<file path="config.mk">
export PLATFORM = sky130hd
export DESIGN_NAME = pim_vector_sequencer
export DESIGN_NICKNAME = d
export VERILOG_FILES = /design/src/rtl/pim_vector_sequencer.sv
export SDC_FILE = /design/constraint.sdc
export NUM_CORES = 2
export LEC_CHECK = 0
export BUFFER_PORTS_ARGS = -buffer_cell sky130_fd_sc_hd__buf_2
export CAP_MARGIN = 20
export CORE_MARGIN = 10
export CORE_UTILIZATION = 40
export CTS_BUF_LIST = sky130_fd_sc_hd__clkbuf_4 sky130_fd_sc_hd__clkbuf_8
export CTS_CLUSTER_DIAMETER = 150
export DETAILED_ROUTE_END_ITERATION = 12
export PLACE_DENSITY = 0.65
export SLEW_MARGIN = 10
export SYNTH_ARGS = -nofsm -noshare
export SYNTH_HDL_FRONTEND = slang
export SYNTH_SLANG_ARGS = --single-unit
</file>
<file path="constraint.sdc">
create_clock -name clk -period 8.5 [get_ports clk]
set_input_delay 0.85 -clock clk [delete_from_list [all_inputs] [get_ports clk]]
set_output_delay 0.85 -clock clk [all_outputs]
set_load 0.01 [all_outputs]
</file>
<file path="src/rtl/pim_vector_sequencer.sv">
// Processing-in-memory vector sequencer: walks two SRAM operand vectors one element
// at a time (READ, EXEC, WRITE) and writes the element-wise ALU result back to SRAM.
module pim_vector_sequencer #(
  parameter int ADDR_WIDTH = 10,
  parameter int DATA_WIDTH = 32
) (
  input  logic                  clk,
  input  logic                  rst_n,
  input  logic                  cmd_valid,
  output logic                  cmd_ready,
  input  logic [2:0]            cmd_op,
  input  logic [ADDR_WIDTH-1:0] cmd_src1,
  input  logic [ADDR_WIDTH-1:0] cmd_src2,
  input  logic [ADDR_WIDTH-1:0] cmd_dst,
  input  logic [ADDR_WIDTH-1:0] cmd_len,
  output logic [ADDR_WIDTH-1:0] sram_read_addr1,
  output logic [ADDR_WIDTH-1:0] sram_read_addr2,
  input  logic [DATA_WIDTH-1:0] sram_read_data1,
  input  logic [DATA_WIDTH-1:0] sram_read_data2,
  output logic                  sram_we,
  output logic [ADDR_WIDTH-1:0] sram_write_addr,
  output logic [DATA_WIDTH-1:0] sram_write_data,
  output logic                  busy,
  output logic                  done,
  output logic                  err
);

  localparam logic [2:0] IDLE  = 3'd0;
  localparam logic [2:0] READ  = 3'd1;
  localparam logic [2:0] EXEC  = 3'd2;
  localparam logic [2:0] WRITE = 3'd3;
  localparam logic [2:0] FIN   = 3'd4;

  localparam logic [2:0] OP_ADD = 3'b000;
  localparam logic [2:0] OP_SUB = 3'b001;
  localparam logic [2:0] OP_MUL = 3'b010;
  localparam logic [2:0] OP_AND = 3'b011;
  localparam logic [2:0] OP_OR  = 3'b100;
  localparam logic [2:0] OP_XOR = 3'b101;

  localparam logic [ADDR_WIDTH-1:0] ONE = ADDR_WIDTH'(1);

  logic [2:0]            state;
  logic [2:0]            state_next;
  logic [2:0]            op_q;
  logic                  illegal_q;
  logic [ADDR_WIDTH-1:0] src1_q;
  logic [ADDR_WIDTH-1:0] src2_q;
  logic [ADDR_WIDTH-1:0] dst_q;
  logic [ADDR_WIDTH-1:0] len_q;
  logic [ADDR_WIDTH-1:0] idx;
  logic [ADDR_WIDTH-1:0] idx_inc;
  logic [ADDR_WIDTH-1:0] rd_addr1;
  logic [ADDR_WIDTH-1:0] rd_addr2;
  logic [ADDR_WIDTH-1:0] wr_addr;
  logic [DATA_WIDTH-1:0] op_a;
  logic [DATA_WIDTH-1:0] op_b;
  logic [DATA_WIDTH-1:0] result;
  logic [DATA_WIDTH-1:0] alu_out;
  logic                  accept;
  logic                  cmd_illegal;
  logic                  last_elem;

  assign accept      = cmd_valid && (state == IDLE);
  assign cmd_illegal = (cmd_op[2:1] == 2'b11);
  assign idx_inc     = idx + ONE;
  assign last_elem   = (idx_inc == len_q);

  assign cmd_ready       = (state == IDLE);
  assign busy            = (state != IDLE);
  assign sram_we         = (state == WRITE);
  assign done            = (state == FIN);
  assign err             = (state == FIN) && illegal_q;
  assign sram_read_addr1 = rd_addr1;
  assign sram_read_addr2 = rd_addr2;
  assign sram_write_addr = wr_addr;
  assign sram_write_data = result;

  always_comb begin
    state_next = state;
    case (state)
      IDLE: begin
        if (accept) begin
          if (cmd_illegal || (cmd_len == '0)) state_next = FIN;
          else                                state_next = READ;
        end
      end
      READ:    state_next = EXEC;
      EXEC:    state_next = WRITE;
      WRITE:   state_next = last_elem ? FIN : READ;
      FIN:     state_next = IDLE;
      default: state_next = IDLE;
    endcase
  end

  // Illegal opcodes never reach EXEC, so the default arm is unreachable in practice.
  always_comb begin
    alu_out = '0;
    case (op_q)
      OP_ADD:  alu_out = op_a + op_b;
      OP_SUB:  alu_out = op_a - op_b;
      OP_MUL:  alu_out = op_a * op_b;
      OP_AND:  alu_out = op_a & op_b;
      OP_OR:   alu_out = op_a | op_b;
      OP_XOR:  alu_out = op_a ^ op_b;
      default: alu_out = '0;
    endcase
  end

  always_ff @(posedge clk or negedge rst_n) begin
    if (!rst_n) begin
      state     <= IDLE;
      op_q      <= '0;
      illegal_q <= 1'b0;
      src1_q    <= '0;
      src2_q    <= '0;
      dst_q     <= '0;
      len_q     <= '0;
      idx       <= '0;
    end else begin
      state <= state_next;
      if (accept) begin
        op_q      <= cmd_op;
        illegal_q <= cmd_illegal;
        src1_q    <= cmd_src1;
        src2_q    <= cmd_src2;
        dst_q     <= cmd_dst;
        len_q     <= cmd_len;
        idx       <= '0;
      end else if ((state == WRITE) && !last_elem) begin
        idx <= idx_inc;
      end
    end
  end

  // Read addresses are loaded on entry to READ and then simply held, so the
  // next element's read always follows the previous element's write.
  always_ff @(posedge clk or negedge rst_n) begin
    if (!rst_n) begin
      rd_addr1 <= '0;
      rd_addr2 <= '0;
      wr_addr  <= '0;
      op_a     <= '0;
      op_b     <= '0;
      result   <= '0;
    end else begin
      if (accept && !cmd_illegal && (cmd_len != '0)) begin
        rd_addr1 <= cmd_src1;
        rd_addr2 <= cmd_src2;
      end else if ((state == WRITE) && !last_elem) begin
        rd_addr1 <= src1_q + idx_inc;
        rd_addr2 <= src2_q + idx_inc;
      end
      if (state == READ) begin
        op_a <= sram_read_data1;
        op_b <= sram_read_data2;
      end
      if (state == EXEC) begin
        result  <= alu_out;
        wr_addr <= dst_q + idx;
      end
    end
  end

endmodule

</file>
==> results.tsv <==
stage	metric	value	unit
cts	Clk Latency, worst-skew pair	0.60	ns
sta	Slew Viols, Final	0	
synthesis	FF+latch count, synth	183	
routing	detail-routed via count per cell	5.49	
synthesis	net count after synthesis	3926	
outcome	status	complete, no violations	
worst_setup_path	CP Launch Type	flip-flop	
final_layout	area grow syn2layout	10.5	%
synthesis	FFs w/ async S/R, synth	100	%
flow_run	max_cap viols	0	
routing	via count	23157	
global_route	GRT Total Usage	25.3	%
worst_setup_path	CP arrival	8.73	ns
cts	Clock transition at path regs	0.15	ns
sta	FMAX	0.122	GHz
sta	worst hold slack	0.235	ns
sta	RSZ-0062 raised after global routing	no	
routing	drt total wl	99.1	mm
global_route	initial antenna violation count	3	
sta	fin crit period	8.20	ns
die	die height	281	um
cts	Sink Count	183	
cts	CTS tree	built	
synthesis	Mapped Cells	3157	
hold_path	Worst Hold Class	in2async	
synthesis	average cell area after synthesis	8.63	sq um
synthesis	Synth Flop Type	dfrtp_1	
sta	Layout Skew	0.0306	ns
global_route	largest net degree at the start of global routing	68	
worst_setup_path	critical path type	reg2reg	
placed_design	Post-DP Area	0.0296	sq mm
worst_setup_path	RR Endpoint	sram_write_data[28]	
die	# rows	95	
sta	Max-slew headroom	24.2	%
die	die area	0.0789	sq mm
synthesis	synth unique cells	80	
cts	hold_buf cts	0	
die	boundary pin count	177	
sta	Hold Vio Cnt, Final	0	
worst_setup_path	Worst Path Max Fanout	13	
routing	Initial DRC Count	2542	
sta	Final period util	96.4	%
global_route	vias in the first global route	23553	
global_route	grt total ovfl	0	
synthesis	EDFF count, synth	0	
cts	PostCTS Resize Cnt	0	
cts	Clock Tree Root	clkbuf_8	
worst_setup_path	R2R Path Start	op_a[11]	
placed_design	Port Buffers	176	
sta	Least-Margin Pin Slew	1.14	ns
placed_design	Routability Congestion	0.997	
routing	Residual DRC	0	
die	Core ar.	0.0674	sq mm
cts	H-Tree Level Count	4	
cts	CTS Buf Count	17	
global_route	global-route wire length before repair	149	mm
worst_setup_path	worst reg2reg path depth	24	
routing	ANT nets after route	0	
cts	Clock Tree Buf Depth	2	
final_layout	Finished Layout Cells	4216	
final_layout	fin nets	4098	
worst_setup_path	Worst setup EP type	flip-flop	
worst_setup_path	CP Data Required Time	9.03	ns
final_layout	fill count	6584	
placed_design	Placed Instances	4183	
synthesis	register area share after synthesis	16.8	%
final_layout	share of cells above drive strength 1	11.2	%
cts	post-CTS setup buffer count	0	
final_layout	cell area after layout	0.0301	sq mm
placed_design	HPWL after DPL	79.2	mm
sta	total negative slack	0	ns
routing	Avg WL per Cell	23.5	um
synthesis	Mapped Area	0.0272	sq mm
synthesis	Ys Warns	0	
worst_setup_path	R2R setup slack	0.30	ns
routing	DRT Pass-1 Iters	6	
die	Horiz. Die Dim	281	um
die	Initial Util	40.4	%
sta	Finish-stage setup viols	0	
[cell usage after synthesis (4+ instances only)]
cell type	n	area share [%]
nand3_1	19	0.35
o21a_1	10	0.28
a22oi_1	15	0.41
inv_1	450	6.2
nand4_1	7	0.16
nor3_1	15	0.28
a211oi_1	13	0.36
dfrtp_1	183	17
buf_1	17	0.23
a221oi_1	16	0.51
o2111ai_1	4	0.13
o41ai_1	6	0.19
ha_1	247	11
o22ai_1	20	0.46
xnor3_1	4	0.33
a21o_1	22	0.61
o221ai_1	12	0.39
o21ai_0	167	3.1
and2_1	11	0.25
xnor2_1	130	4.2
nand2b_1	14	0.32
xor2_1	50	1.6
a41oi_1	5	0.16
clkinv_1	21	0.29
a22o_1	15	0.48
and3_1	8	0.18
o21bai_1	14	0.39
a21oi_1	86	1.6
mux2i_1	9	0.33
clkbuf_1	119	1.6
buf_2	17	0.31
a31oi_1	9	0.21
o211ai_1	4	0.11
o31ai_1	10	0.28
nor2b_1	8	0.18
fa_1	412	30
nand2_1	522	7.2
or3_1	5	0.11
nor2_1	394	5.4
[cell usage in the layout (no fill, tap or decap), types with 12 or more instances in the layout]
master / count
a22o_1: 15
nand2_1: 521
dfrtp_1: 183
nand3_1: 19
xor2_1: 50
a211oi_1: 13
buf_4: 131
a21oi_1: 86
o21bai_1: 14
o22ai_1: 20
a21o_1: 22
nor3_1: 14
inv_1: 450
a221oi_1: 16
nor2_1: 392
buf_2: 175
o221ai_1: 12
clkinv_1: 21
xnor2_1: 130
a22oi_1: 15
ha_1: 247
o21ai_0: 167
clkbuf_8: 18
nand2b_1: 14
fa_1: 412
[metrics by stage]
stage / setup slack [ns] / util [%]
floorplan: 1.22 / -
global placement: 0.691 / 44.0
detailed placement: 0.579 / 44.0
CTS: 0.562 / 44.7
global route: 0.177 / 44.7
finish: 0.305 / 44.7
[kinds of logic (layout without fill, tap and decap cells)]
kind of cell | after synthesis | after routing | share of synthesized area, %
muxes | 10 | 10 | 0.372
adders and majority gates | 659 | 659 | 41.6
xor gates and xnor gates | 184 | 184 | 6.12
DFF | 183 | 183 | 16.8
other | 0 | 1 | 0
AOI/OAI and AO/OA | 466 | 466 | 11.0
and+or+nand+nor | 1027 | 1027 | 15.3
buffers and inverters | 628 | 813 | 8.76
[critical path, cell delays in order (launching register included)]
cell and delay, ns:
dfrtp_1 1.00, inv_1 0.22, nor2_1 0.19, fa_1 0.48, fa_1 0.46, fa_1 0.55, inv_1 0.05, fa_1 0.47
inv_1 0.05, fa_1 0.49, inv_1 0.05, fa_1 0.53, inv_1 0.05, fa_1 0.49, fa_1 0.42, ha_1 0.30
a21oi_1 0.17, o21ai_0 0.17, a21oi_1 0.22, nand3b_1 0.15, o32ai_1 0.80, o311ai_0 0.29, a21oi_2 0.20, o22ai_1 0.11
a211oi_2 0.22
[per-layer routing]
metal | vias up | GRT usage, % | routed length, um
li1 | 10286 | - | -
met1 | 11580 | 34.1 | 41000
met5 | - | 0 | 40
met2 | 1110 | 39.2 | 44400
met4 | 6 | 8.67 | 3420
met3 | 175 | 6.27 | 10300
[flip-flops by register name, summed over array words and instances, names as in the netlist, 3 cells and up]
register / count
op_a: 32
op_b: 32
sram_write_data: 32
dst_q: 10
idx: 10
len_q: 10
sram_read_addr1: 10
sram_read_addr2: 10
sram_write_addr: 10
src1_q: 10
src2_q: 10
op_q: 3
state: 3
[layout make-up]
class / instances / area, sq um / share of cell area, %
sequential: 183 / 4580 / 15.2
clock buffer: 17 / 234 / 0.777
antenna: 1 / 2.50 / 0.00831
timing repair buffer: 308 / 1890 / 6.29
multi-input combinational: 2346 / 20300 / 67.4
clock inverter: 15 / 238 / 0.790
tap: 873 / 1090 / 3.63
inverter: 473 / 1780 / 5.90
[worst max-delay path by stage]
stage / slack [ns] / cells after the start / from / end
after global routing: 0.18 / 24 / op_a[11] / sram_write_data[28]
after CTS: 0.56 / 24 / op_a[11] / sram_write_data[28]
after detailed placement: 0.58 / 24 / op_a[11] / sram_write_data[28]
after global placement: 0.69 / 24 / op_a[11] / sram_write_data[28]
after floorplan: 1.22 / 26 / op_b[2] / sram_write_data[27]
final: 0.30 / 24 / op_a[11] / sram_write_data[28]
Power is not shown: default switching activity piles up to over one toggle a cycle in this logic, so the estimate is an artifact.
